<file path="config.mk">
export PLATFORM = sky130hd
export DESIGN_NAME = teachee_sample_packetizer
export DESIGN_NICKNAME = d
export VERILOG_FILES = /design/src/rtl/teachee_sample_packetizer.sv
export SDC_FILE = /design/constraint.sdc
export NUM_CORES = 1
export LEC_CHECK = 0
export CAP_MARGIN = 20
export CORE_MARGIN = 2
export CORE_UTILIZATION = 47
export DETAILED_ROUTE_END_ITERATION = 7
export GPL_TIMING_DRIVEN = 0
export PLACE_DENSITY = 0.75
export SLEW_MARGIN = 25
export SYNTH_ARGS = -nofsm -noshare
export SYNTH_HDL_FRONTEND = slang
export SYNTH_SLANG_ARGS = --single-unit
export TNS_END_PERCENT = 10
</file>
<file path="constraint.sdc">
create_clock -name clk -period 1.2 [get_ports clk]
set_input_delay 0.24 -clock clk [delete_from_list [all_inputs] [get_ports clk]]
set_output_delay 0.24 -clock clk [all_outputs]
set_load 0.05 [all_outputs]
</file>
<file path="src/rtl/teachee_sample_packetizer.sv">
// ---------------------------------------------------------------------------
// teachee_sample_packetizer
//
// Packs one 32-bit sample pair (ch0 = [31:16], ch1 = [15:0]) into a byte
// frame for the FTDI byte stream:
//    SYNC_BYTE, SEQ, ch0[15:8], ch0[7:0], ch1[15:8], ch1[7:0] [, CHECKSUM]
// The SEQ byte is an 8-bit frame counter. It starts at SEQ_INIT, advances
// once per completed frame, and wraps from 8'hFF to 8'h00.
//
// Build option:
//    TEACHEE_PKT_CHECKSUM_EN  when defined, adds a 7th byte. This byte is the
//                             XOR of bytes 1..5 (SEQ through ch1[7:0]).
//
// Ports:
//    clk       in   single clock (FTDI sink domain)
//    rst_n     in   asynchronous active-low reset
//    s_tdata   in   sample pair
//    s_tvalid  in   sample pair valid
//    s_tready  out  registered; high only while idle
//    m_tdata   out  frame byte
//    m_tvalid  out  frame byte valid
//    m_tready  in   downstream accepts a byte
//    busy      out  high while a frame is being emitted
//
// state | meaning
// IDLE  | waiting for a sample pair; s_tready high (from the first edge on)
// EMIT  | streaming frame bytes; s_tdata ignored
// ---------------------------------------------------------------------------
module teachee_sample_packetizer #(
    parameter logic [7:0] SYNC_BYTE = 8'hA5,
    parameter logic [7:0] SEQ_INIT  = 8'h00
) (
    input  logic        clk,
    input  logic        rst_n,
    input  logic [31:0] s_tdata,
    input  logic        s_tvalid,
    output logic        s_tready,
    output logic [7:0]  m_tdata,
    output logic        m_tvalid,
    input  logic        m_tready,
    output logic        busy
);

    localparam logic ST_IDLE = 1'b0;
    localparam logic ST_EMIT = 1'b1;

`ifdef TEACHEE_PKT_CHECKSUM_EN
    localparam logic [2:0] LAST_IDX = 3'd6;
`else
    localparam logic [2:0] LAST_IDX = 3'd5;
`endif

    logic        state_q, state_d;
    logic [2:0]  idx_q, idx_d;
    logic [7:0]  seq_q, seq_d;
    logic [31:0] pair_q, pair_d;
    logic [7:0]  m_tdata_q, m_tdata_d;
    logic        m_tvalid_q, m_tvalid_d;
    logic        s_tready_q, s_tready_d;
    logic        s_hs;
    logic        m_hs;

    // seq_q changes only when a frame completes, so during EMIT it already
    // holds the sequence number that was current at acceptance.
    function automatic logic [7:0] frame_byte(input logic [2:0]  idx,
                                              input logic [31:0] pair,
                                              input logic [7:0]  seq);
        logic [7:0] b;
        case (idx)
            3'd0:    b = SYNC_BYTE;
            3'd1:    b = seq;
            3'd2:    b = pair[31:24];
            3'd3:    b = pair[23:16];
            3'd4:    b = pair[15:8];
            3'd5:    b = pair[7:0];
`ifdef TEACHEE_PKT_CHECKSUM_EN
            3'd6:    b = seq ^ pair[31:24] ^ pair[23:16] ^ pair[15:8] ^ pair[7:0];
`endif
            default: b = 8'h00;
        endcase
        return b;
    endfunction

    assign s_hs = s_tvalid & s_tready_q;
    assign m_hs = m_tvalid_q & m_tready;

    always_comb begin
        state_d    = state_q;
        idx_d      = idx_q;
        seq_d      = seq_q;
        pair_d     = pair_q;
        m_tdata_d  = m_tdata_q;
        m_tvalid_d = m_tvalid_q;
        s_tready_d = s_tready_q;
        case (state_q)
            ST_IDLE: begin
                // Raises s_tready on the first edge after reset release.
                s_tready_d = 1'b1;
                if (s_hs) begin
                    pair_d     = s_tdata;
                    idx_d      = 3'd0;
                    m_tdata_d  = SYNC_BYTE;
                    m_tvalid_d = 1'b1;
                    s_tready_d = 1'b0;
                    state_d    = ST_EMIT;
                end
            end
            ST_EMIT: begin
                if (m_hs) begin
                    if (idx_q == LAST_IDX) begin
                        // m_tvalid drops and s_tready rises on the same
                        // edge, which leaves one bubble cycle between frames.
                        idx_d      = 3'd0;
                        m_tvalid_d = 1'b0;
                        s_tready_d = 1'b1;
                        seq_d      = seq_q + 8'd1;
                        state_d    = ST_IDLE;
                    end else begin
                        idx_d     = idx_q + 3'd1;
                        m_tdata_d = frame_byte(idx_q + 3'd1, pair_q, seq_q);
                    end
                end
            end
            default: begin
                state_d = ST_IDLE;
            end
        endcase
    end

    always_ff @(posedge clk or negedge rst_n) begin
        if (!rst_n) begin
            state_q    <= ST_IDLE;
            idx_q      <= 3'd0;
            seq_q      <= SEQ_INIT;
            pair_q     <= 32'h0;
            m_tdata_q  <= 8'h00;
            m_tvalid_q <= 1'b0;
            s_tready_q <= 1'b0;
        end else begin
            state_q    <= state_d;
            idx_q      <= idx_d;
            seq_q      <= seq_d;
            pair_q     <= pair_d;
            m_tdata_q  <= m_tdata_d;
            m_tvalid_q <= m_tvalid_d;
            s_tready_q <= s_tready_d;
        end
    end

    assign s_tready = s_tready_q;
    assign m_tdata  = m_tdata_q;
    assign m_tvalid = m_tvalid_q;
    assign busy     = (state_q == ST_EMIT);

endmodule

</file>
==> results.txt <==
Post-synth top area share - 53.5%
Maximum root-to-sink buffer count - 2
Peak supply drop - 0.00142 V
Syn avg cell area - 13.2 um2
Dominant cell type by area after synthesis - dfrtp_1
CP top delay family - compound AO/OA/AOI/OAI gates
Crit-path max cell delay - 380 ps
Share of layout cells above drive strength 1 - 39.4%
Largest family of logic cells by synthesized area - multiplexers
Count of cell types in the netlist - 40
CP max FO - 7
Post-Synth XOR/XNOR Area - 2.43%
WL per Instance - 16.4 um
Gr usage total - 19.1%
DRC violations left - 0
Setup ws final - -217 ps
IO Count - 47
Final Setup Violations - 53
Max-cap violations - 0
H-tree depth - 2
Routed Wire Length - 5260 um
Hold WC Path Type - flop to flop
DPL Wire Length - 3690 um
Port Buf Inserts - 46
FF+latch count, synth - 54
Num rows - 26
Layout area overhead - 33.6%
Chip height - 77.3 um
Mux contribution to synthesized area - 18.4%
Compound-Gate Fraction of Synth Area - 12.5%
Asr flop ratio synth - 100%
RSZ-0062 raised after global routing - yes
Final hold violation count - 0
Power Dens Cells - 2580 nW/um2
Critical path type - flop to flop
Layout Utilization - 65.7%
Largest net degree at the start of global routing - 55
Routed vias - 1714
N_diodes - 0
Worst skew pair latency - 310 ps
Min cycle time layout - 1420 ps
Total grt overflow - 0
Slowest stage cell, crit path - dfrtp_1
Worst Path Arrival - 1610 ps
Hold_ws - 480 ps
Post-synth EDFFs - 0
Post-synth top cells - 54 x dfrtp_1, 35 x mux2_2, 8 x nand2_1, 6 x a22oi_1, 6 x buf_2
Most frequent cell after synthesis - dfrtp_1
Initial antenna violation count - 0
Synth warn - 0
Reg clk slew, reported paths - 100 ps
Critical path required time - 1400 ps
CTS tree - built
Die Area - 5970 um2
Register area share after synthesis - 53.5%
Setup TNS - -7180 ps
Synth area leaders - dfrtp_1 54%, mux2_2 16%, a22oi_1 1.8%, a22o_1 1.7%, xnor2_1 1.7%
Total chip power - 8.70 mW
Failing checks - setup timing
Starting DRT DRC Count - 115
Pleak - 1.50 nW
Post-Synth Simple-Gate Area - 8.92%
Clock Sinks - 54
Crit. End Element - flop
Crit path buf inv count - 2
Die Width - 77.3 um
Slew @ Worst Pin - 675 ps
Wire length of the first global-routing pass - 9000 um
Core area - 5140 um2
Critical Path, Cell by Cell - buf_6, buf_8, nor2b_4, a22oi_2, o22ai_1, a22o_1
Fillcell total - 397
Clk root buf - clkbuf_8
Initial Utilization - 49.1%
Status - finished, violations left
Cell count after synthesis - 191
Period Utilization, post-route - 118%
Antenna Violating Nets Remaining - 0
DR vias/cell - 5.34
Slew Limit Fails - 0
GP Congestion - 0.839
Final net count - 287
Adder-Cell Fraction of Synth Area - 0.496%
Max-slew headroom - 55.0%
FMAX - 706 MHz
Main synth FF type - dfrtp_1
Drt first pass iters - 4
Num CTS Buffers - 5
Clk_skew - 9.77 ps
Syn nets - 228
Vias in the first global route - 1778
Startpoint Class - flop
Mapped cell area - 2520 um2
[where the power goes]
group          switching, mW  internal [mW]  leakage (nW)
sequential             0.550           2.62         0.657
clock                  0.573          0.583        0.0575
combinational           2.14           2.24         0.788
[cell families (layout without fill, tap and decap cells)]
| logic type | Yosys count | after routing |
|---|---|---|
| and+or+nand+nor | 34 | 34 |
| DFF | 54 | 54 |
| xor gates and xnor gates | 7 | 7 |
| muxes | 41 | 41 |
| adders and majority gates | 1 | 1 |
| buffers and inverters | 13 | 73 |
| AOI/OAI and AO/OA | 41 | 41 |
[path summary, 6_finish.rpt]
| path | start | end | slack, ps | depth (start not counted) |
|---|---|---|---|---|
| max in group asynchronous | rst_n | idx_q[1]$_DFFE_PN0P_ | 220 | 2 |
| max | idx_q[0]$_DFFE_PN0P_ | m_tdata[6]$_DFFE_PN0P_ | -220 | 6 |
| min | seq_q[7]$_DFFE_PN0P_ | seq_q[7]$_DFFE_PN0P_ | 480 | 1 |
| min reg2reg | seq_q[7]$_DFFE_PN0P_ | seq_q[7]$_DFFE_PN0P_ | 480 | 1 |
| max reg2reg | idx_q[0]$_DFFE_PN0P_ | m_tdata[6]$_DFFE_PN0P_ | -220 | 6 |
| min in group asynchronous | rst_n | pair_q[3]$_DFFE_PN0P_ | 510 | 2 |
[layer usage]
layer  wire, um  vias up  global-route usage [%]
met5          0        -                       0
met4         46        0                    4.46
met3        231        5                    4.71
met2       2520       37                    29.3
met1       2460      856                    27.6
li1           -      816                       -
[cells in the final DEF (no fill, tap or decap), types with 2 or more instances in the layout]
cell type / count
buf_4: 6
nor2_1: 3
nand2_1: 8
mux2_2: 32
mux2_4: 5
o21a_1: 4
o22ai_1: 2
a221o_1: 2
buf_6: 7
a22oi_2: 5
a21oi_1: 3
clkbuf_8: 8
a221oi_2: 4
o22a_1: 2
dfrtp_1: 50
o21ai_0: 2
nor3_1: 2
xor2_1: 2
a22o_1: 5
nor2b_1: 2
xnor2_1: 5
clkbuf_4: 8
nor2b_2: 2
o21ai_1: 4
inv_1: 2
nor2b_4: 3
dfrtp_2: 4
a2bb2oi_1: 2
buf_12: 2
clkdlybuf4s15_2: 2
mux2i_1: 4
nand4_1: 2
clkdlybuf4s50_1: 34
buf_8: 2
a21o_1: 2
nand3_1: 4
[worst register-to-register path: stages (launching register included)]
cell     delay (ps)
dfrtp_1         380
buf_6           150
buf_8           130
nor2b_4         150
a22oi_2         190
o22ai_1         110
a22o_1          190
[registers in the layout (all words and copies together), names as in the netlist]
signal    cells
pair_q       32
seq_q         8
m_tdata       8
busy          1
m_tvalid      1
s_tready      1
idx_q         3
[what timing repair did]
| action | CTS | global route |
|---|---|---|
| gates resized for setup | 66 | 28 |
| gates cloned | 1 | 0 |
| hold buffers | 1 | 0 |
| setup endpoints to repair | 58 | 65 |
| setup buffers | 2 | 2 |
| pin swaps | 16 | 3 |
| endpoints found under the hold margin | 54 | 0 |
[layout make-up]
| class | count | area, um2 | area share [%] |
|---|---|---|---|
| buffer | 11 | 141 | 4.19 |
| clock buffer | 8 | 110 | 3.26 |
| inverter | 2 | 7.51 | 0.222 |
| multi-input combinational | 124 | 1160 | 34.3 |
| sequential | 54 | 1360 | 40.2 |
| tap | 70 | 87.6 | 2.60 |
| timing repair buffer | 52 | 513 | 15.2 |
[metrics by stage]
step                setup WS (ps)  std cells  cell area [um2]
CTS                          -223        319             3310
global route                 -274        321             3370
global placement            -1920        307             3100
detailed placement           -522        307             3100
finish                       -217        321             3370
floorplan                    -226        191             2550
Power figures use the tool's default switching activity.
